$ cat src/rtl/replay_issue_ctrl.sv
// rtl/replay_issue_ctrl.sv - single-outstanding issue controller with bounded replay retry and backoff
module replay_issue_ctrl #(
  parameter int WIDTH     = 8,
  parameter int MAX_RETRY = 3,
  parameter int BACKOFF   = 2,
  localparam int RW = (MAX_RETRY > 0) ? $clog2(MAX_RETRY + 1) : 1,
  localparam int BW = (BACKOFF > 0) ? $clog2(BACKOFF + 1) : 1
) (
  input  logic             clk,
  input  logic             reset,
  input  logic             io_enq_valid,
  output logic             io_enq_ready,
  input  logic [WIDTH-1:0] io_enq_bits,
  output logic             io_valid,
  output logic [WIDTH-1:0] io_bits,
  input  logic             io_replay,
  output logic             io_done_valid,
  input  logic             io_done_ready,
  output logic [WIDTH-1:0] io_done_bits,
  output logic             io_done_err,
  output logic [RW-1:0]    io_done_retries,
  output logic [15:0]      io_replay_total
);

  typedef enum logic [1:0] {S_IDLE, S_ISSUE, S_WAIT, S_RESP} state_t;

  state_t           state;
  logic [WIDTH-1:0] data_q;
  logic [RW-1:0]    retry_cnt;
  logic [BW-1:0]    bo_cnt;
  logic             err_q;
  logic [15:0]      replay_total;

  // Outputs decode directly from registered state, so none of them depend
  // combinationally on io_replay.
  assign io_enq_ready    = (state == S_IDLE);
  assign io_valid        = (state == S_ISSUE);
  assign io_bits         = data_q;
  assign io_done_valid   = (state == S_RESP);
  assign io_done_bits    = data_q;
  assign io_done_err     = err_q & (state == S_RESP);
  assign io_done_retries = retry_cnt;
  assign io_replay_total = replay_total;

  always_ff @(posedge clk) begin
    if (reset) begin
      state        <= S_IDLE;
      data_q       <= '0;
      retry_cnt    <= '0;
      bo_cnt       <= '0;
      err_q        <= 1'b0;
      replay_total <= '0;
    end else begin
      case (state)
        S_IDLE: begin
          if (io_enq_valid) begin
            data_q    <= io_enq_bits;
            retry_cnt <= '0;
            state     <= S_ISSUE;
          end
        end
        S_ISSUE: begin
          if (!io_replay) begin
            err_q <= 1'b0;
            state <= S_RESP;
          end else begin
            if (replay_total != 16'hFFFF) replay_total <= replay_total + 16'd1;
            if (retry_cnt < RW'(MAX_RETRY)) begin
              retry_cnt <= retry_cnt + 1'b1;
              if (BACKOFF > 0) begin
                bo_cnt <= BW'(BACKOFF);
                state  <= S_WAIT;
              end
            end else begin
              err_q <= 1'b1;
              state <= S_RESP;
            end
          end
        end
        S_WAIT: begin
          bo_cnt <= bo_cnt - 1'b1;
          if (bo_cnt == BW'(1)) state <= S_ISSUE;
        end
        S_RESP: begin
          if (io_done_ready) state <= S_IDLE;
        end
        default: state <= S_IDLE;
      endcase
    end
  end

endmodule

$ cat config.mk
export PLATFORM = sky130hd
export DESIGN_NAME = replay_issue_ctrl
export DESIGN_NICKNAME = d
export VERILOG_FILES = /design/src/rtl/replay_issue_ctrl.sv
export SDC_FILE = /design/constraint.sdc
export NUM_CORES = 1
export LEC_CHECK = 0
export BUFFER_PORTS_ARGS = -buffer_cell sky130_fd_sc_hd__buf_2
export CORE_UTILIZATION = 54
export CTS_CLUSTER_SIZE = 8
export DETAILED_ROUTE_END_ITERATION = 12
export PLACE_DENSITY_LB_ADDON = 0.2
export SYNTH_ARGS = -nofsm -noshare
export SYNTH_HDL_FRONTEND = slang
export SYNTH_SLANG_ARGS = --single-unit
$ cat constraint.sdc
create_clock -name clk -period 3.1 [get_ports clk]
set_clock_uncertainty 0.1 [all_clocks]
set_input_delay 0.31 -clock clk [delete_from_list [all_inputs] [get_ports clk]]
set_output_delay 0.31 -clock clk [all_outputs]
set_load 0.01 [all_outputs]
# After elaboration in Yosys (flattened, before gate mapping)
# Cells that the tools add are included.
[classes]
n_addsub = 3
mul = 0
div_mod_pow = 0
n_lt_le_gt_ge = 1
n_eq_ne = 11
n_shift = 0
n_mux = 15
n_bitwise = 1
reduce_logical = 9
[ops]
columns = ["operator", "count"]
rows = [
  ["adder 16 x 1 -> 16 bit, second input constant", 1],
  ["two-way mux 2 bit", 8],
  ["!= test 16 bit, second input constant", 1],
  ["AND reduction 3 bit", 3],
  ["one-hot mux 2 bit (2 select lines)", 2],
  ["one-hot mux 2 bit (4 select lines)", 1],
  ["!= test 2 x 1 -> 1 bit, second input constant", 3],
  ["!= test 2 bit, second input constant", 3],
  ["== test 2 x 1 -> 1 bit, second input constant", 2],
  ["== test 2 bit, second input constant", 2],
  ["two-way mux 1 bit", 4],
  ["AND reduction 2 bit", 2],
  ["AND reduction 4 bit", 1],
  ["nonzero test 2 bit", 2],
  ["adder 2 x 1 -> 2 bit, second input constant", 1],
  ["logical NOT 2 bit", 1],
  ["less-than comparator 2 bit, second input constant", 1],
  ["subtractor 2 x 1 -> 2 bit, second input constant", 1],
  ["bitwise AND 1 bit", 1],
]
[word_totals]
register_bits = 31
latch_bits = 0
mem_bits_rw = 0
romBits = 0
input_bits = 13
word_cells = 46
n_memories = 0

# Logic depth before layout (Yosys ltp)
[logic_depth]
word_depth = 4
depth_mapped = 6
depth_no_buf = 5

# Worst setup path before layout
# No wires, ideal clock.
[synth_timing]
path_type = "flip-flop to flip-flop"
startpoint = "register replay_total[4], in the netlist io_replay_total[4]"
endpoint = "register replay_total[15], in the netlist io_replay_total[15]"
arrival_time_ps = 1673
required_ps = 2930
setup_slack_ps = 1257
path_stages_with_launch = 5
cell_sequence = "dfxtp_1 nand2_2 or4_4 or4_1 a21oi_1"
[synth_via]
elab_chain_cells = 2
word_cells_on_any_way = 3
cone_classes = "add/sub (1); eq/ne (1); reduce/logical (1)"
[synth_lines]
columns = ["element", "line", "source"]
rows = [
  ["start, declared", "32", "logic [15:0] replay_total;"],
  ["start signal, assigned", "67", "if (replay_total != 16'hFFFF) replay_total <= replay_total + 16'd1;"],
  ["branches (longest 2 deep; another with adder 16 x 1 -> 16 bit)", "n/a", ""],
]
# Parallel ways; which one is timed is not known.
# A chain may end at the register's enable or synchronous reset.

# Final worst setup path
[layout_timing]
startpoint = "register replay_total[4], in the netlist io_replay_total[4]"
endpoint = "register replay_total[11], in the netlist io_replay_total[11]"
# The elaborated chain is that of the path after synthesis.

==> reports/metrics.sh <==
SYNTH_CELLS=188
BOUNDARYPINS=51
YS_SEQ_ELEMENTS=31
GRT-OVFL-TOTAL=0
CLOCK_SINKS=31
CTS_TREE='yes'
INTERNAL-POWER_uW=539.1
MIN-DELAY-PATH-CLASS='primary input to flop'
NUMBER_OF_WARNINGS_REPORTED_IN_THE_YOSYS_SYNTHESIS_LOG=0
FINALMAXSLEWVIOLATIONS=0
GRTUSAGETOTAL=0.2357
TOTALWIRELENGTH_UM=3387
VIA_PER_INST=5.788
METAL1_WIRELENGTH_UM=1501
HOLD_WS_NS=0.1088
POST_SYNTH_INSTANCE_AREA_UM2=1570
TOTALNEGATIVESETUPSLACK_NS=0
CRIT_CHAIN='nand4_1, nor4_4, nor4_1, mux2_2'
CTS.HTREE.LEVELS=2
WORST-PATH-MAX-FANOUT=18
P_SW_uW=204.3
TIMING.CRITICAL_PATH.ARRIVAL_NS=2.31
CRITICAL_PATH.ENDPOINT_TYPE='flop'
ANTENNADIODECOUNT=0
CTS-ROOT-TO-SINK-BUFFERS=2
DETAIL-ROUTE-ANTENNA-NETS=0
WHS_PATH_DEPTH=3
POSTCTSSETUPREPAIRBUFS=0
POST_CTS.RESIZED_INSTANCES=0
GRT_SETUP_UNREPAIRED='false'
TIMING.REG2REG.SETUP_SLACK_NS=0.91
FP.DIEW_UM=55.93
TOTAL_LEAKAGE_POWER_nW=0.7929
CLK_ROOT_BUFFER_CELL='sky130_fd_sc_hd__clkbuf_4'
NUMBER_OF_GLOBAL_ROUTE_VIAS_BEFORE_REPAIR=1348
FLOORPLAN.CORE_AREA_UM2=2758
TIGHTEST_SLEW_NS=0.7333
REG2REGPATHDEPTH=4
CAP_VIOLATIONS=0
CP_DATA_REQUIRED_TIME_NS=3.23
PRE_CTS_SLACK_NS=0.9503
DRC=0
IO_BUFFERS=50
FINISH.UTILIZATION=0.6565
LAYOUT-DRIVE-GT1-SHARE=0.2882
P_CLK_FRAC=0.280
R2R_END='io_replay_total[11]'
MOSTFREQUENTLAYOUTCELL='sky130_fd_sc_hd__buf_2'
DETAIL_ROUTE.FIRST_PASS.ITERATIONS=4
IR_DROP_uV=321.1
PLACEMENTROWS=19
SYNTHESIS.AREA_PER_INSTANCE_UM2=8.352
MET3WIRELENGTH_UM=258
MOST-COMMON-LAYOUT-CELLS='sky130_fd_sc_hd__buf_2, sky130_fd_sc_hd__dfxtp_1, sky130_fd_sc_hd__nand2_1, sky130_fd_sc_hd__a21oi_1, sky130_fd_sc_hd__nor2_1'
AVGROUTEDWIREPERCELL_UM=13.03
WORST_SKEW_PAIR.LATE_LATENCY_NS=0.33
WORST_R2R_STARTPOINT='io_replay_total[4]'
START_UTIL=0.5694
FINAL_WORST_PATH_CYCLE_SHARE=0.7052
GRT_START_MAX_NET_PINS=36
LAYOUT.NETS=246
DIE_AREA_UM2=3128
YOSYS.CELL_TYPES.COUNT=36
HOLDPATHEND='io_bits[3]'
POST_ROUTE_WORST_SETUP_SLACK_NS=0.9140
FINAL_HOLD_VIOL_COUNT=0
CTS.REPORTEDPATHS.CLKPINSLEW_NS=0.09
CRITICAL_PATH_BUF_INV_COUNT=0
SLOWEST_DELAY_NS=0.77
POWER-PER-CELL-AREA_nW_PER_UM2=410.6
CPLARGESTDELAYFAMILY='simple AND/OR/NAND/NOR gates'
POSTSYNTHNETCOUNT=204
DETAILROUTE.VIA_COUNT=1505
MET2ROUTEDLENGTH_UM=1534
TIMING_WORST_SETUP_PATH_TYPE='flop to flop'
CTS_MADE_BUFFERS=5
WORST_SETUP_PATH_START_KIND='flop'
GRT_PASS1_WL_UM=5789
WORST_SLEW_MARGIN_REL=0.5075
DRT-INITIAL-DRC-COUNT=58
RUN_STATUS='complete, no violations'
SWITCHING_SHARE=0.2748
CRITPATHSLOWESTCELL='sky130_fd_sc_hd__nor4_4'
DP_HPWL_UM=2431
POWER.SHARE.SEQUENTIAL=0.580
DIE_HEIGHT_UM=55.93
ANTENNA_VIOLATIONS_BEFORE_REPAIR=0
SYNTHTOLAYOUTAREAGROWTH_PCT=15.30
SYNTH_SEQ_AREA_SHARE=0.3952
SETUP_VIOL=0
POST_ROUTE_MINIMUM_PERIOD_NS=2.186
FMAXACHIEVABLE_GHz=0.4575
HIGHEST-SIGNAL-LAYER='met4'
POWER.SHARE.COMBINATIONAL=0.139
HOLD_PATH.STARTPOINT='io_enq_bits[3]'
GP_ROUTABILITY_CONGESTION=0.8783
HOLD_BUFFERS=0
flip-flops by register name, summed over array words and instances, names as in the netlist:
name             cells
bo_cnt               2
err_q                1
io_bits              8
io_done_retries      2
io_replay_total     16
state                2
cells by family after synthesis:
logic type | after synthesis | synth area share
AOI/OAI and AO/OA | 41 | 0.1506
and+or+nand+nor | 89 | 0.3243
DFF | 31 | 0.3952
muxes | 6 | 0.04143
buffers and inverters | 18 | 0.06454
adders and majority gates | 3 | 0.02391
layer usage:
metal	up-vias	global-route usage
li1	756	-
met1	658	0.2876
met4	0	0.1080
met5	-	0
met2	75	0.3838
met3	16	0.06977
stage by stage:
stage | total power, mW | cell area (µm²) | cells
after floorplan | 0.5155 | 1570 | 188
after global placement | 0.5413 | 1769 | 254
after detailed placement | 0.5455 | 1769 | 254
after CTS | 0.7517 | 1810 | 260
after global routing | 0.7817 | 1810 | 260
final | 0.7434 | 1810 | 260
power groups by stage:
stage                     clock network [mW]  logic (mW)  registers (mW)
after floorplan                            0      0.0768           0.439
final                                  0.208       0.104           0.431
after global placement                     0       0.102           0.439
after global routing                   0.229       0.118           0.435
after detailed placement                   0       0.105           0.441
after CTS                              0.215       0.105           0.431
cells in the mapped netlist (all sizes together):
| cell | instances | area, µm² |
|---|---|---|
| clkbuf | 5 | 18.77 |
| and3b | 1 | 8.760 |
| a21oi | 25 | 125.1 |
| or3 | 5 | 31.28 |
| nor4 | 4 | 40.04 |
| o211ai | 1 | 7.510 |
| o21ai | 4 | 20.02 |
| nor3b | 1 | 12.51 |
| a211oi | 3 | 22.52 |
| nand3b | 2 | 27.53 |
| nor2b | 6 | 37.54 |
| nand4 | 5 | 31.28 |
| nand3 | 6 | 30.03 |
| inv | 3 | 11.26 |
| o31ai | 7 | 52.55 |
| mux2i | 2 | 20.02 |
| mux2 | 4 | 45.04 |
| o311ai | 1 | 8.760 |
| and2 | 2 | 12.51 |
| or4 | 6 | 48.80 |
| ha | 3 | 37.54 |
| nor2 | 14 | 52.55 |
| or2 | 1 | 6.260 |
| nand2 | 26 | 100.1 |
| nand2b | 1 | 6.260 |
| dfxtp | 31 | 620.6 |
| and4bb | 1 | 12.51 |
| and3 | 3 | 18.77 |
| buf | 10 | 71.31 |
| nor3 | 3 | 15.01 |
| and4 | 2 | 17.52 |
how the worst max path moves through the flow:
| stage | start | to | slack (ns) | cells after the start |
|---|---|---|---|---|
| 3_3_place_gp | io_replay_total[4] | io_replay_total[11] | 1.04 | 4 |
| 2_1_floorplan | io_replay_total[4] | io_replay_total[15] | 1.26 | 4 |
| 6_report | io_replay_total[4] | io_replay_total[11] | 0.91 | 4 |
| 5_1_grt | io_replay_total[6] | io_replay_total[11] | 0.75 | 4 |
| 4_1_cts | io_replay_total[4] | io_replay_total[11] | 0.92 | 4 |
| 3_5_place_dp | io_replay_total[4] | io_replay_total[13] | 0.95 | 4 |
final cells by class:
cell class / count / area [µm²]
Fill cell: 251 / 947.2
Inverter: 3 / 11.26
Clock buffer: 6 / 41.29
Tap cell: 31 / 38.79
Sequential cell: 31 / 620.6
Multi-Input combinational cell: 139 / 848.3
Timing Repair Buffer: 50 / 250.2
worst min-delay path, cell delays in order:
cell and delay, ns:
sky130_fd_sc_hd__buf_2 0.09, sky130_fd_sc_hd__nand2_1 0.04, sky130_fd_sc_hd__a21oi_1 0.05
Note: power is estimated with default switching activity, not from simulation.
